<file path="src/rtl/truth_table_extractor.sv">
// -----------------------------------------------------------------------------
// truth_table_extractor
//
// Sweeps every input combination of a single-output N_IN-input gate and
// assembles its truth-table code. The bit ordering follows the library hex
// naming, so a gate named 0xNN reads back as NN.
//
// For each combination, the block holds the vector on stim for SETTLE_CYCLES
// cycles and then samples resp. When the sweep completes, the block publishes
// the table and compares it against the expected code that was latched at
// start.
//
// Ports:
//   clk        rising-edge clock
//   rst_n      asynchronous active-low reset
//   start      single-cycle sweep request, honoured only when idle
//   expected   expected truth-table code, latched on the accepted start
//   stim       vector driven to the DUT inputs (bit N_IN-1 = in1)
//   resp       DUT output, synchronous to clk
//   busy       high from the accepted start until done
//   done       one-cycle pulse when table_out/match are updated
//   table_out  captured truth table, held until the next done
//   match      table_out == latched expected, held until the next done
// -----------------------------------------------------------------------------
module truth_table_extractor #(
    parameter int N_IN          = 3,
    parameter int SETTLE_CYCLES = 4,
    localparam int TW           = 2 ** N_IN
) (
    input  logic            clk,
    input  logic            rst_n,
    input  logic            start,
    input  logic [TW-1:0]   expected,
    output logic [N_IN-1:0] stim,
    input  logic            resp,
    output logic            busy,
    output logic            done,
    output logic [TW-1:0]   table_out,
    output logic            match
);

    localparam int CW = (SETTLE_CYCLES > 1) ? $clog2(SETTLE_CYCLES) : 1;
    localparam logic [CW-1:0]   CNT_LAST = CW'(SETTLE_CYCLES - 1);
    // vec is one bit wider than stim, so the terminal compare is unambiguous.
    localparam logic [N_IN:0]   VEC_LAST = (N_IN + 1)'(TW - 1);
    localparam logic [N_IN:0]   VEC_ONE  = (N_IN + 1)'(1);

    typedef enum logic [1:0] {
        IDLE   = 2'd0,
        SWEEP  = 2'd1,
        FINISH = 2'd2
    } state_t;

    state_t            state_q, state_d;
    logic [N_IN:0]     vec_q, vec_d;
    logic [CW-1:0]     cnt_q, cnt_d;
    logic [TW-1:0]     exp_q, exp_d;
    logic [TW-1:0]     shift_q, shift_d;
    logic [N_IN-1:0]   stim_q, stim_d;
    logic              busy_q, busy_d;
    logic              done_q, done_d;
    logic [TW-1:0]     table_q, table_d;
    logic              match_q, match_d;

    assign stim      = stim_q;
    assign busy      = busy_q;
    assign done      = done_q;
    assign table_out = table_q;
    assign match     = match_q;

    // Next-state and output logic for the sweep controller.
    always_comb begin
        state_d = state_q;
        vec_d   = vec_q;
        cnt_d   = cnt_q;
        exp_d   = exp_q;
        shift_d = shift_q;
        stim_d  = stim_q;
        busy_d  = busy_q;
        done_d  = 1'b0;
        table_d = table_q;
        match_d = match_q;

        case (state_q)
            IDLE: begin
                stim_d = '0;
                busy_d = 1'b0;
                if (start) begin
                    state_d = SWEEP;
                    busy_d  = 1'b1;
                    vec_d   = '0;
                    cnt_d   = '0;
                    exp_d   = expected;
                    shift_d = '0;
                end else begin
                    state_d = IDLE;
                end
            end
            SWEEP: begin
                busy_d = 1'b1;
                if (cnt_q == CNT_LAST) begin
                    // Samples shift in from the LSB, so combination 0 ends
                    // up at the MSB after TW samples.
                    shift_d = {shift_q[TW-2:0], resp};
                    cnt_d   = '0;
                    if (vec_q == VEC_LAST) begin
                        state_d = FINISH;
                        stim_d  = '0;
                    end else begin
                        vec_d  = vec_q + VEC_ONE;
                        stim_d = vec_d[N_IN-1:0];
                    end
                end else begin
                    cnt_d = cnt_q + CW'(1);
                end
            end
            FINISH: begin
                table_d = shift_q;
                match_d = (shift_q == exp_q);
                done_d  = 1'b1;
                busy_d  = 1'b0;
                stim_d  = '0;
                state_d = IDLE;
            end
            default: begin
                state_d = IDLE;
                busy_d  = 1'b0;
                stim_d  = '0;
            end
        endcase
    end

    // State and output registers; reset aborts any sweep and clears results.
    always_ff @(posedge clk or negedge rst_n) begin
        if (!rst_n) begin
            state_q <= IDLE;
            vec_q   <= '0;
            cnt_q   <= '0;
            exp_q   <= '0;
            shift_q <= '0;
            stim_q  <= '0;
            busy_q  <= 1'b0;
            done_q  <= 1'b0;
            table_q <= '0;
            match_q <= 1'b0;
        end else begin
            state_q <= state_d;
            vec_q   <= vec_d;
            cnt_q   <= cnt_d;
            exp_q   <= exp_d;
            shift_q <= shift_d;
            stim_q  <= stim_d;
            busy_q  <= busy_d;
            done_q  <= done_d;
            table_q <= table_d;
            match_q <= match_d;
        end
    end

endmodule

</file>
<file path="config.mk">
export PLATFORM = sky130hd
export DESIGN_NAME = truth_table_extractor
export DESIGN_NICKNAME = d
export VERILOG_FILES = /design/src/rtl/truth_table_extractor.sv
export SDC_FILE = /design/constraint.sdc
export NUM_CORES = 1
export LEC_CHECK = 0
export ABC_AREA = 1
export ABC_CLOCK_PERIOD_IN_PS = 1500
export CAP_MARGIN = 0
export CORE_ASPECT_RATIO = 0.7
export CORE_MARGIN = 2
export CORE_UTILIZATION = 35
export CTS_CLUSTER_SIZE = 40
export DETAILED_ROUTE_END_ITERATION = 10
export MAX_ROUTING_LAYER = met4
export PLACE_DENSITY_LB_ADDON = 0.3
export SLEW_MARGIN = 30
export SYNTH_ARGS = -nofsm -noshare
export SYNTH_HDL_FRONTEND = slang
export SYNTH_SLANG_ARGS = --single-unit
</file>
<file path="constraint.sdc">
create_clock -name clk -period 1.5 [get_ports clk]
set_input_delay 0.375 -clock clk [delete_from_list [all_inputs] [get_ports clk]]
set_output_delay 0.375 -clock clk [all_outputs]
set_load 0.005 [all_outputs]
</file>
# Word-level counts from Yosys, hierarchy flattened
# Cells that the tools add are included.
[word_totals]
register_bits = 38
memories = 0
input_bits = 12
mem_bits_rw = 0
out_inout_bits = 14
latch_bits = 0
romBits = 0
wordCells = 48
[classes]
n_div = 0
n_reduce_logical = 7
n_mul = 0
n_eq_ne = 9
order_cmp = 0
muxes = 20
n_bitwise = 0
shifts = 0
n_addsub = 2
[op_table]
columns = ["operator", "n"]
rows = [
  ["2-to-1 mux 8 bit", 2],
  ["one-hot mux 8 bit (2 select lines)", 1],
  ["2-to-1 mux 4 bit", 3],
  ["2-to-1 mux 3 bit", 3],
  ["== test 8 bit", 1],
  ["2-to-1 mux 2 bit", 4],
  ["!= test 2 bit (second input constant)", 4],
  ["one-hot mux 2 bit (2 select lines)", 2],
  ["one-hot mux 4 bit (2 select lines)", 1],
  ["AND reduction 2 bit", 3],
  ["adder 4 x 1 -> 4 bit (second input constant)", 1],
  ["== test 2 bit (second input constant)", 2],
  ["== test 4 x 3 -> 1 bit (second input constant)", 1],
  ["AND reduction 4 bit", 1],
  ["2-to-1 mux 1 bit", 3],
  ["AND reduction 3 bit", 1],
  ["adder 2 x 1 -> 2 bit (second input constant)", 1],
  ["== test 2 x 1 -> 1 bit (second input constant)", 1],
  ["zero test 2 bit", 1],
  ["one-hot mux 1 bit (2 select lines)", 1],
  ["nonzero test 2 bit", 1],
]

# Logic depth before layout (Yosys ltp)
# Gate-level depths: netlist (run 1).
[logic_depth]
ltp_word = 4
mapped_depth = 7
mapped_depth_nobuf = 7

# Worst setup path after synthesis (run 1)
# OpenSTA, ideal clock, no wires.
[synth_path]
path_kind = "flip-flop to flip-flop"
from = "register cnt_q[0]"
to = "register vec_q[3]"
stages_incl_launch_ff = 7
setup_ps = 74
arrival_time_ps = 1100
t_required_ps = 1426
slack_ps = 326
path_buffers = 0
synth_period_minus_slack_ps = 1174
cell_sequence = "dfrtp_1 ha_1 nand2_4 nand2_8 o21ai_4 nand2_1 o21ai_2"
[synth_between]
elab_chain_len = 3
[synth_rtl]
columns = ["element", "line_no", "text"]
rows = [
  ["start, declared", "56", "logic [CW-1:0] cnt_q, cnt_d;"],
  ["start signal, assigned", "149", "cnt_q <= cnt_d;"],
  ["== test 2 bit", "101", "if (cnt_q == CNT_LAST) begin"],
  ["!= test 2 bit (no source line)", "--", ""],
  ["AND reduction 4 bit (no source line)", "--", ""],
  ["end signal, assigned", "148", "vec_q <= vec_d;"],
  ["end, declared", "55", "logic [N_IN:0] vec_q, vec_d;"],
]
# Every way passes these cells.
# A chain may end at the register's enable or synchronous reset.

# Worst setup path in the final report (run 1)
[layout_path]
from = "register vec_q[0]"
to = "register vec_q[3]"
[layout_between]
elab_chain_len = 4
word_cells_on_any_way = 7
cone_classes = "1 x add/sub; 2 x eq/ne; 3 x mux; 1 x reduce/logical"
[layout_rtl]
columns = ["element", "line_no", "text"]
rows = [
  ["adder 4 x 1 -> 4 bit", "110", "vec_d = vec_q + VEC_ONE;"],
  ["2-to-1 mux 4 bit", "106", "if (vec_q == VEC_LAST) begin"],
  ["2-to-1 mux 4 bit", "101", ""],
  ["one-hot mux 4 bit (2 select lines)", "84", "case (state_q)"],
]
# Several ways; a longest one is shown, not always the timed one. The select of a mux whose other input is x is not followed.

==> results of run 1 <==
## registers in the layout, indices dropped and copies added (netlist names)
signal	flops
busy	1
cnt_q	2
done	1
exp_q	8
match	1
shift_q	8
state_q	2
stim	3
table_out	8
vec_q	4
## area by class of cell
| cell class | instances | share of cell area (%) |
|---|---|---|
| clock buffer | 5 | 3.317 |
| inverter | 21 | 3.800 |
| sequential | 38 | 45.84 |
| multi-input combinational | 107 | 27.80 |
| timing repair buffer | 33 | 15.44 |
| clock inverter | 2 | 0.4825 |
| tap | 55 | 3.317 |
## per-stage QoR
stage	setup WS (ps)	setup TNS (ps)	hold WS [ps]
2_1_floorplan	326.4	0	79.41
3_3_place_gp	27.56	0	357.7
3_5_place_dp	-2.741	-2.741	359.5
4_1_cts	2.037	0	43.15
5_1_grt	31.55	0	48.90
6_report	163.6	0	43.41
## worst max path at each step
stage	slack (ps)	cells after the start	start	to
4_1_cts	2	1	busy	busy
2_1_floorplan	330	6	cnt_q[0]	vec_q[3]
6_report	160	7	vec_q[0]	vec_q[3]
3_5_place_dp	-3	6	start	vec_q[3]
3_3_place_gp	30	6	start	vec_q[3]
5_1_grt	30	7	vec_q[0]	vec_q[3]
## metal layers
metal	vias to the layer above	share of wire, %	GRT usage, %
li1	613	-	-
met3	4	3.3	4.218
met5	-	0	-
met2	20	44	21.76
met1	545	51	19.42
met4	0	1.3	6.803
## cell usage after synthesis, drive strengths merged
library cell,number
nand3,7
dfrtp,38
inv,20
o211ai,1
o21ai,16
o22ai,7
clkinv,1
mux2,3
buf,2
or2,1
xnor2,2
a21oi,5
o21bai,1
ha,2
nand2,45
nor2,16
xor2,1
## layout by cell type (no fill, tap or decap)
master           count
ha_1                 2
nand2_4              2
nand2_1             42
xnor2_1              2
dfrtp_1             38
dlymetal6s2s_1       2
nand3_1              7
o21ai_0             10
o22ai_1              7
o211ai_1             1
xor2_1               1
o21bai_1             1
o21ai_2              2
inv_1               18
mux2_1               3
o21ai_1              3
clkdlybuf4s50_1     10
buf_4                6
buf_12               2
clkinv_1             1
nor2_4               1
nand2_8              1
clkinv_2             2
or2_0                1
a21oi_1              5
clkbuf_8             5
dlygate4sd2_1       12
nor2_1              15
o21ai_4              1
buf_2                1
inv_2                2
## where the power goes
part	total [µW]	internal [µW]	switching [µW]
sequential	1550	1350	196
combinational	1250	537	714
clock	647	312	336
## logic make-up (layout without fill, tap and decap cells)
logic type	count (synthesis)	after routing	share of synthesized area [%]
AO/OA/AOI/OAI	30	30	11.30
XOR/XNOR	3	3	1.626
adder cells (fa/ha/maj)	2	2	1.548
buffers and inverters	23	61	5.495
flip-flops	38	38	58.82
multiplexers	3	3	2.090
AND/OR/NAND/NOR	69	69	19.12
## what timing repair did
item,in CTS,in global routing
gates resized for setup,12,2
setup endpoints to repair,12,2
pin swaps,0,0
buffers inserted,3,0
==> run_results.csv, run 1 <==
group,metric,value,unit
flow_run,cap_violations,0,
worst_setup_path,r2r-start,"vec_q[0]",
outcome,status,"finished, final reports clean",
worst_setup_path,slowest_delay,380,ps
die,start_util,36.91,%
worst_setup_path,cp_cell_sequence,"ha_1 -> nand2_1 -> clkinv_1 -> nand2_1 -> o21ai_4 -> nand2_1 -> o21ai_2",
clock_network,clockBufferDepth,2,
die,core-area,0.004379,mm²
worst_setup_path,path_common_cell,"nand2_1",
pwr,p_leak,0.001047,µW
finish,layout.nets,220,
finish,multiInputGateArea,576.8,µm²
sta,slew_headroom,80.93,%
synth,yosysWarnings,0,
sta,drv_slew,0,
clock_network,htree_levels,2,
synth,seq_area_frac_synth,58.82,%
clock_network,numCtsBuffers,5,
sta,finClkSkew,6.679,ps
grt,antenna_found_initial,0,
worst_setup_path,crit_family,"flip-flops",
synth,post_synth.cell_area_avg,9.622,µm²
synth,synthCells,168,
synth,synth_top_cell_by_area,"dfrtp_1",
worst_setup_path,crit_buf_inv,1,
die,fp.dieH,60.86,µm
clock_network,cts.sinks,38,
routing,post_drt_wl_per_cell,12.25,µm
routing,vias_per_cell,4.529,
sta,max_slew.worst_pin.slew,285.0,ps
sta,setup_viol,0,
clock_network,clkTransAtPathRegs,70,ps
worst_setup_path,worstSetupPathType,"reg -> reg",
routing,vias,1182,
routing,antenna_left,0,
pwr,p_per_area,1662,mW/mm²
worst_setup_path,reg2reg_slack,160,ps
clock_network,cts_tree,"done",
synth,yosysTopAreaCellShare,58.82,%
grt,grt_usage,14.89,%
synth,syn_nets,182,
finish,area_growth,28.33,%
placement,dp.cells,251,
finish,finalNonFillerCells,261,
grt,grt_max_degree,39,
routing,first_pass_iters,4,
finish,final_area,0.002074,mm²
finish,final_util,47.37,%
finish,nFillCells,419,
worst_setup_path,worstSetupStartpointType,"register",
routing,drt_iter0_drc,64,
clock_network,cts_root_buffer,"clkbuf_8",
worst_setup_path,crit_required,1720,ps
hold_path,hold_class,"in -> async",
clock_network,clock_latency,280,ps
worst_setup_path,regToRegEndpoint,"vec_q[3]",
placement,placed_area,0.001983,mm²
worst_setup_path,worstRegToRegCells,7,
routing,finalWirelength,3.197,mm
sta,period_minus_slack,1336,ps
sta,fin_crit_sh,89.09,%
finish,antenna_cells,0,
grt,grt_pass1_vias,1213,
die,row_count,20,
sta,rsz0062_at_grt,"no",
grt,grt_pass1_wl,5.658,mm
placement,gp_congestion,0.7624,
placement,portBuffers,25,
die,die-area,0.005187,mm²
clock_network,cts_hold_buf,0,
worst_setup_path,cp_slowest_cell,"dfrtp_1",
synth,ys_ff_latch,38,
worst_setup_path,end_kind,"register",
sta,timing.fmax,748.3,MHz
synth,yosys-top-cells-area,"dfrtp_1 (59%), nand2_1 (9.8%), inv_1 (4.2%)",
synth,synth.distinct_cells,24,
worst_setup_path,arrival,1560,ps
die,die_w,85.23,µm
grt,grt-ovfl-total,0,
synth,syn_area,0.001617,mm²
finish,layout-drive-gt1-share,12.14,%
routing,drc_errors,0,
sta,hold_viol_final,0,
placement,dp_hpwl,2.302,mm
pwr,ir_drop,827.1,µV
worst_setup_path,cp_max_fo,9,
die,io_pins,26,
finish,ff_latch_area,950.9,µm²
pwr,power,3448,µW
Power figures use the tool's default switching activity.
==> run 2: changes to the inputs <==
- SLEW_MARGIN: 30 -> unset
==> results of run 2 <==
Final layout, timing and power as in run 1 (identical DEF).
